$ cat src/rtl/balance_ctrl.sv
// -----------------------------------------------------------------------------
// balance_ctrl
//   Prepaid balance keeper for a wash bay. Two raw top-up buttons (+1, +10)
//   are debounced independently and credited to a signed 12-bit balance.
//   While the wash controller reports billable time (charge_en), one unit is
//   charged per TICK_CYC clock cycles. The balance saturates at BAL_MAX and
//   BAL_MIN. Reaching the arrears floor while charging locks the bay until a
//   top-up brings the balance above zero again.
//
// Ports
//   clk        in   system clock, rising edge
//   rst        in   asynchronous, active-high reset
//   btn_add1   in   raw top-up button, +1 unit per accepted press
//   btn_add10  in   raw top-up button, +10 units per accepted press
//   charge_en  in   high while washing (billable)
//   bal        out  signed two's-complement balance
//   arrears    out  high while bal < 0
//   lock       out  high when the wash must stop
// -----------------------------------------------------------------------------
module balance_ctrl #(
    parameter int TICK_CYC = 100000000,
    parameter int DEB_CYC  = 2000000,
    parameter int BAL_MAX  = 999,
    parameter int BAL_MIN  = -99
) (
    input  logic               clk,
    input  logic               rst,
    input  logic               btn_add1,
    input  logic               btn_add10,
    input  logic               charge_en,
    output logic signed [11:0] bal,
    output logic               arrears,
    output logic               lock
);

    localparam int DW = $clog2(DEB_CYC + 1);
    localparam int TW = (TICK_CYC > 1) ? $clog2(TICK_CYC) : 1;

    localparam logic [DW-1:0]        DEB_LAST  = DW'(DEB_CYC - 1);
    localparam logic [DW-1:0]        DEB_FULL  = DW'(DEB_CYC);
    localparam logic [TW-1:0]        TICK_LAST = TW'(TICK_CYC - 1);
    localparam logic signed [12:0]   MAX13     = 13'(BAL_MAX);
    localparam logic signed [12:0]   MIN13     = 13'(BAL_MIN);
    localparam logic signed [11:0]   MIN12     = 12'(BAL_MIN);

    typedef enum logic [1:0] {
        S_IDLE   = 2'd0,
        S_CHARGE = 2'd1,
        S_LOCK   = 2'd2
    } state_t;

    state_t             state_q, state_d;
    logic signed [11:0] bal_q, bal_d;
    logic [TW-1:0]      tcnt_q, tcnt_d;
    logic               tick;

    // Index 0 is the +1 button, index 1 the +10 button.
    logic [1:0]         raw;
    logic [1:0]         raw_q;
    logic [1:0]         armed_q, armed_d;
    logic [1:0]         acc_q, acc_d;
    logic [DW-1:0]      dcnt_q [2];
    logic [DW-1:0]      dcnt_d [2];

    logic signed [12:0] amt;
    logic signed [12:0] sum;

    // Clamp a 13-bit intermediate into the legal balance range.
    function automatic logic signed [11:0] sat_bal(input logic signed [12:0] v);
        if (v > MAX13) begin
            return 12'(MAX13);
        end else if (v < MIN13) begin
            return 12'(MIN13);
        end else begin
            return 12'(v);
        end
    endfunction

    assign raw = {btn_add10, btn_add1};

    // dcnt counts consecutive samples at the current raw level, saturating at
    // DEB_CYC. A high run reaching DEB_CYC fires one accept if armed; a low run
    // reaching DEB_CYC re-arms. A level change restarts the run at 1, so after
    // reset (raw_q cleared) a held button needs a complete new stable period.
    always_comb begin
        for (int i = 0; i < 2; i++) begin
            dcnt_d[i]  = dcnt_q[i];
            armed_d[i] = armed_q[i];
            acc_d[i]   = 1'b0;
            if (raw[i] != raw_q[i]) begin
                dcnt_d[i] = DW'(1);
            end else if (dcnt_q[i] != DEB_FULL) begin
                dcnt_d[i] = dcnt_q[i] + 1'b1;
                if (dcnt_q[i] == DEB_LAST) begin
                    if (raw[i] && armed_q[i]) begin
                        acc_d[i]   = 1'b1;
                        armed_d[i] = 1'b0;
                    end else if (!raw[i]) begin
                        armed_d[i] = 1'b1;
                    end
                end
            end
        end
    end

    assign tick = (state_q == S_CHARGE) && (tcnt_q == TICK_LAST);

    // Top-ups and the charge tick combine into one saturated update.
    always_comb begin
        amt = 13'sd0;
        if (acc_q[0]) begin
            amt = amt + 13'sd1;
        end
        if (acc_q[1]) begin
            amt = amt + 13'sd10;
        end
        sum   = 13'(bal_q) + amt - (tick ? 13'sd1 : 13'sd0);
        bal_d = sat_bal(sum);
    end

    // Exits look at the updated balance so that bal and state move together.
    always_comb begin
        state_d = state_q;
        case (state_q)
            S_IDLE: begin
                if (charge_en && (bal_q > 12'sd0)) begin
                    state_d = S_CHARGE;
                end
            end
            S_CHARGE: begin
                if (bal_d == MIN12) begin
                    state_d = S_LOCK;
                end else if (!charge_en) begin
                    state_d = S_IDLE;
                end
            end
            S_LOCK: begin
                if (bal_d > 12'sd0) begin
                    state_d = S_IDLE;
                end
            end
            default: begin
                state_d = S_IDLE;
            end
        endcase
    end

    always_comb begin
        tcnt_d = '0;
        if ((state_q == S_CHARGE) && (state_d == S_CHARGE) && !tick) begin
            tcnt_d = tcnt_q + 1'b1;
        end
    end

    always_ff @(posedge clk or posedge rst) begin
        if (rst) begin
            state_q <= S_IDLE;
            bal_q   <= '0;
            tcnt_q  <= '0;
            raw_q   <= '0;
            armed_q <= '1;
            acc_q   <= '0;
            dcnt_q  <= '{default: '0};
        end else begin
            state_q <= state_d;
            bal_q   <= bal_d;
            tcnt_q  <= tcnt_d;
            raw_q   <= raw;
            armed_q <= armed_d;
            acc_q   <= acc_d;
            dcnt_q  <= dcnt_d;
        end
    end

    assign bal     = bal_q;
    assign arrears = bal_q[11];
    // Gated by rst so lock drops immediately even if charge_en is still high.
    assign lock    = ~rst & ((state_q == S_LOCK) |
                             (charge_en & (bal_q <= 12'sd0) & (state_q == S_IDLE)));

endmodule

$ cat config.mk
export PLATFORM = sky130hd
export DESIGN_NAME = balance_ctrl
export DESIGN_NICKNAME = d
export VERILOG_FILES = /design/src/rtl/balance_ctrl.sv
export SDC_FILE = /design/constraint.sdc
export NUM_CORES = 1
export LEC_CHECK = 0
export ABC_AREA = 1
export CAP_MARGIN = 20
export CORE_MARGIN = 4
export CORE_UTILIZATION = 45
export DETAILED_ROUTE_END_ITERATION = 6
export MAX_ROUTING_LAYER = met4
export SYNTH_ARGS = -nofsm -noshare
export SYNTH_HDL_FRONTEND = slang
export SYNTH_SLANG_ARGS = --single-unit
$ cat constraint.sdc
create_clock -name clk -period 5.5 [get_ports clk]
set_input_delay 1.1 -clock clk [delete_from_list [all_inputs] [get_ports clk]]
set_output_delay 1.1 -clock clk [all_outputs]
set_load 0.02 [all_outputs]
# --- After elaboration in Yosys (flattened, before gate mapping) ---
# Cells that the tools add are included.
# Widths: inputs -> output; s select.
word_totals:
  out_inout_bits: 14
  input_bits: 5
  ff_bits: 89
  word_cells: 79
op_classes:
  reduce_logical: 12
  n_lt_le_gt_ge: 5
  bitwise: 7
  add_sub_neg: 6
  mux: 27
  n_eq_ne: 13
ops:
  columns: ["op", "n"]
  rows:
  - ["$mux 21", 4]
  - ["$add 21x1->21 const B", 2]
  - ["$eq 21x21->1 const B", 2]
  - ["$ne 21x21->1 const B", 2]
  - ["$add 27x1->27 const B", 1]
  - ["$eq 27x27->1 const B", 1]
  - ["$mux 27", 1]
  - ["$gt 12x1->1 const B", 2]
  - ["$mux 12", 2]
  - ["$mux 1", 14]
  - ["$add 12x13->13", 1]
  - ["$add 13x5->13 const B", 1]
  - ["$gt 13x11->1 const B", 1]
  - ["$lt 13x8->1 const B", 1]
  - ["$mux 13", 1]
  - ["$sub 13x2->13", 1]
  - ["$eq 12x8->1 const B", 1]
  - ["$le 12x1->1 const B", 1]
  - ["$mux 2", 4]
  - ["$reduce_and 4->1", 2]
  - ["$logic_and 1x1->1", 6]
  - ["$pmux 2 s3", 1]
  - ["$eq 2x1->1 const B", 2]
  - ["$ne 2x1->1 const B", 2]
  - ["other kinds (8)", 14]

# --- Depth between registers and ports, before layout ---
logic_depth:
  ltp_word: 15
  ltp_mapped: 31
  mapped_depth_nobuf: 30

# --- Least setup slack after synthesis ---
# Ideal clock, no wire load.
synth_path:
  path_type: "flip-flop to flip-flop"
  from: "reg tcnt_q[0]"
  to: "reg tcnt_q[19]"
  required_time_ns: 5.372
  arrival_time_ns: 3.504
  slack_ns: 1.869
  setup_ns: 0.128
  synth_period_minus_slack_ns: 3.631
  stages_incl_launch_ff: 31
  path_cell_list: "dfrtp_1 -> ha_1 -> nand3_1 -> nor3_2 -> nand3_1 -> nor2_1 -> ha_1 -> inv_1 -> ha_1 -> inv_1 -> fa_1 -> inv_1 -> nand2_1 -> nand2_1 -> nand3_1 -> nand2_1 -> nand2_1 -> nand2_2 -> nand2_1 -> nor2_1 -> nor2_1 -> nand2_1 -> nand2_2 -> buf_6 -> nand2_1 -> nand2_1 -> nor2_2 -> nand2_2 -> nand3_4 -> buf_12 -> nor2_4"
synth_between:
  elab_chain_len: 14
  elab_cells_between_ends: 19
synth_rtl:
  columns: ["item", "line", "rtl"]
  rows:
  - ["from (decl)", "54", "logic [TW-1:0] tcnt_q, tcnt_d;"]
  - ["from (signal assigned)", "167", "tcnt_q <= tcnt_d;"]
  - ["$eq 27x27->1", "106", "assign tick = (state_q == S_CHARGE) && (tcnt_q == TICK_LAST);"]
  - ["$logic_and 1x1->1", "106", null]
  - ["$mux 1", "117", "sum = 13'(bal_q) + amt - (tick ? 13'sd1 : 13'sd0);"]
  - ["$sub 13x2->13", "117", null]
  - ["$lt 13x8->1", "72", "end else if (v < MIN13) begin"]
  - ["$mux 12", "72", null]
  - ["$mux 12", "70", "if (v > MAX13) begin"]
  - ["$gt 12x1->1 or $eq 12x8->1 (tied branches)", "138, 131", null]
  - ["$mux 2, on equally long branches", "138, 131", null]
  - ["$pmux 2 s3", "124", "case (state_q)"]
  - ["$eq 2x1->1", "150", "if ((state_q == S_CHARGE) && (state_d == S_CHARGE) && !tick) begin"]
  - ["$logic_and 1x1->1 (2 in series)", "150", null]
  - ["$mux 27 *", "150", null]
  - ["via tcnt_d[19]", "54", null]
# Mark *: on every way through the listed nets, which the timed path passes. The rest lies on a longest branch.
# A chain may end at the register's enable or synchronous reset.

# --- Final worst setup path ---
layout_path:
  from: "reg tcnt_q[21]"
  to: "reg tcnt_q[2]"
layout_between:
  elab_chain_len: 14
  elab_cells_between_ends: 18
layout_rtl:
  columns: ["item", "line"]
  rows:
  - ["$eq 27x27->1 *", "106"]
  - ["$logic_and 1x1->1 *", "106"]
  - ["$mux 1", "117"]
  - ["$sub 13x2->13", "117"]
  - ["$lt 13x8->1", "72"]
  - ["$mux 12", "72"]
  - ["$mux 12", "70"]
  - ["$gt 12x1->1 or $eq 12x8->1 (tied branches)", "138, 131"]
  - ["$mux 2, on equally long branches", "138, 131"]
  - ["$pmux 2 s3", "124"]
  - ["$eq 2x1->1", "150"]
  - ["$logic_and 1x1->1", "150"]
  - ["$logic_and 1x1->1 *", "150"]
  - ["$mux 27 *", "150"]
  - ["via tcnt_d[2]", "54"]
# Marked as above.

==> results.txt <==
status = completed
Adder-Cell Fraction of Synth Area = 5.53%
Post-DRT Antenna Nets = 0
CTS max path bufs = 2
area leader, netlist = dfrtp_1
Least-Margin Pin Slew = 0.727 ns
Root Buffer = clkbuf_16
share of layout cells above drive strength 1 = 11.7%
mapped cell area = 0.00579 mm2
setup ws final = 0.953 ns
DR WL/cell = 12.0 um
PortBufs = 18
Hold Crit Start = raw_q[0]
Synth warnings = 0
maximum number of pins on one net before global-route repair = 56
WS Path Type = reg -> reg
peak supply drop = 0.000182 V
crit path max fanout = 27
DP Worst Slack = 0.990 ns
Post-synth EDFFs = 0
R2R Path Start = tcnt_q[21]
chip width = 121 um
Clock Pin Slew Worst Setup and Hold Paths = 0.06 ns
Unique masters post-synth = 41
# DRC = 0
hpwl dp = 8810 um
synthesized area per cell = 7.54 um2
post-synthesis sequential area ratio = 38.5%
CTS tree = done
Sink Count = 89
Pre-antenna DRT Iters = 5
Synth area leaders = dfrtp_1 (38%), nand2_1 (10%), inv_1 (7.8%), ha_1 (5.2%), nand3_1 (5.2%)
asr flop ratio synth = 100%
Core ar. = 0.0126 mm2
Resize count post-CTS = 0
worst rel slew slack = 51.5%
Period minus WS final = 4.55 ns
worst skew pair latency = 0.34 ns
Worst Skew = 0.00621 ns
period utilization = 82.7%
largest family of logic cells by synthesized area = simple AND/OR/NAND/NOR gates
Die Y = 121 um
Ant. Diodes = 0
top-area cell type share of the netlist area = 37.6%
# nets final = 822
leakage power = 2.94 nW
Slew Viols, Final = 0
# setup viols final = 0
CP max stage cell = nand3_4
crit-path max cell delay = 0.51 ns
CP Data Arrival Time = 4.79 ns
Syn Nets = 798
most common cell in the synthesized netlist = nand2_1
# IOs = 19
max cap viols = 0
Commonest cells post-synth = nand2_1 (156), inv_1 (121), dfrtp_1 (87)
PD cells = 211 mW/mm2
hold-fix buffers at CTS = 0
vias in the first global route = 4598
Area Growth Syn to Fin = 11.6%
H-tree level count = 3
Post-synth top flop = dfrtp_1
compound-cell area share of the yosys netlist = 7.67%
Tightest Hold Check Type = reg -> reg
final WL = 11600 um
WHS Endpoint = armed_q[0]
first-pass GRT wire length = 20600 um
# Post-CTS Setup Buffers = 0
Max Clk Rate = 220 MHz
Initial DRC Count = 197
routability cong. = 0.930
FF+latch count, synth = 89
XOR/XNOR Fraction of Synth Area = 3.02%
r2r setup slk = 0.95 ns
total CTS buffers = 9
GRT overflow = 0
Starting Density = 45.9%
total number of vias = 4808
worst hold path cell count = 1
Vias/cell = 4.96
row count = 41
final setup TNS = 0 ns
post-synthesis simple-gate area fraction = 35.3%
GR Util All Layers = 17.6%
Fin. Hold Viols = 0
die area = 0.0148 mm2
Setup crit start = tcnt_q[21]
FF-to-FF path depth = 28
Worst setup SP type = flop
reg2reg end = tcnt_q[2]
Syn Inst Count = 768
RSZ-0062 raised after global routing = false
post-synthesis mux area share = 0%
CP endpoint kind = flop
antenna violations before repair = 0
CP required = 5.75 ns
## placed cells by master, fill, tap and decap left out, types with 2 or more instances in the layout
master	count
clkinv_2	2
xor2_1	13
nand2_2	19
o21ai_0	34
nor2_1	75
clkdlybuf4s50_1	18
xnor2_1	7
a21oi_2	3
o31ai_1	2
nor2_2	5
nor3_1	26
nor2_4	20
ha_1	24
a21oi_1	34
dfrtp_1	87
clkbuf_16	9
nand4_1	23
nand3_1	60
o21ai_1	2
dfstp_2	2
nand2_1	156
nor3_2	2
nand3_2	3
inv_2	14
a211oi_1	3
clkbuf_8	2
nor4_1	10
inv_1	120
nand3_4	2
inv_6	2
nor3b_1	3
## report_power, final
group / leakage [nW] / internal [mW] / total [mW] / switching, mW
Combinational: 1.57 / 0.0164 / 0.0531 / 0.0367
Clock: 0.153 / 0.379 / 0.642 / 0.262
Sequential: 1.22 / 0.662 / 0.668 / 0.00526
## layer usage
layer,part of all wire (%),vias to the layer above,track usage (%)
met5,0,-,-
met1,48,2207,22.8
met4,1.4,0,5.95
li1,-,2513,-
met3,3.3,10,2.42
met2,47,78,28.5
## worst max-delay path, delay by kind of cell, from the launching register on
kind	cells	cell delay [ns]
AOI/OAI and AO/OA	1	0.12
adders and majority gates	3	0.83
buffers and inverters	4	0.31
DFF	1	0.40
and+or+nand+nor	20	2.77
## area by class of cell
class                   instances  area [um2]
clock inverters                 5        60.1
flip-flops and latches         89        2230
repair buffers                 20         215
inverters                     135         508
multi-input cells             537        2990
well taps                     172         215
fillers                      1248        6150
clock buffers                  11         253
## how the worst max path moves through the flow
stage                 end  slack, ns
3_3_place_gp    tcnt_q[0]       1.16
4_1_cts         tcnt_q[2]       0.90
6_report        tcnt_q[2]       0.95
5_1_grt         tcnt_q[0]       0.46
2_1_floorplan  tcnt_q[19]       1.87
3_5_place_dp    tcnt_q[2]       0.99
## metrics by stage
| stage | util (%) | hold WS (ns) | instances | cell area (um2) | power, mW |
|---|---|---|---|---|---|
| 2_1_floorplan | - | 0.419 | 768 | 5790 | 0.715 |
| 3_3_place_gp | 48.6 | 0.426 | 952 | 6130 | 0.731 |
| 3_5_place_dp | 48.6 | 0.443 | 952 | 6130 | 0.732 |
| 4_1_cts | 51.0 | 0.456 | 968 | 6440 | 1.38 |
| 5_1_grt | 51.3 | 0.482 | 969 | 6470 | 1.42 |
| 6_report | 51.3 | 0.455 | 969 | 6470 | 1.36 |
## registers in the layout (all words and copies together) (netlist names)
signal	cells
dcnt_q	42
tcnt_q	27
bal	12
acc_q	2
armed_q	2
raw_q	2
state_q	2
## cells by family (layout without fill, tap and decap cells)
| kind of cell | count (synthesis) | in the layout |
|---|---|---|
| AND/OR/NAND/NOR | 410 | 410 |
| buffers and inverters | 142 | 171 |
| flip-flops | 89 | 89 |
| AO/OA/AOI/OAI | 82 | 82 |
| adder cells (fa/ha/maj) | 25 | 25 |
| XOR/XNOR | 20 | 20 |
Power figures use the tool's default switching activity.
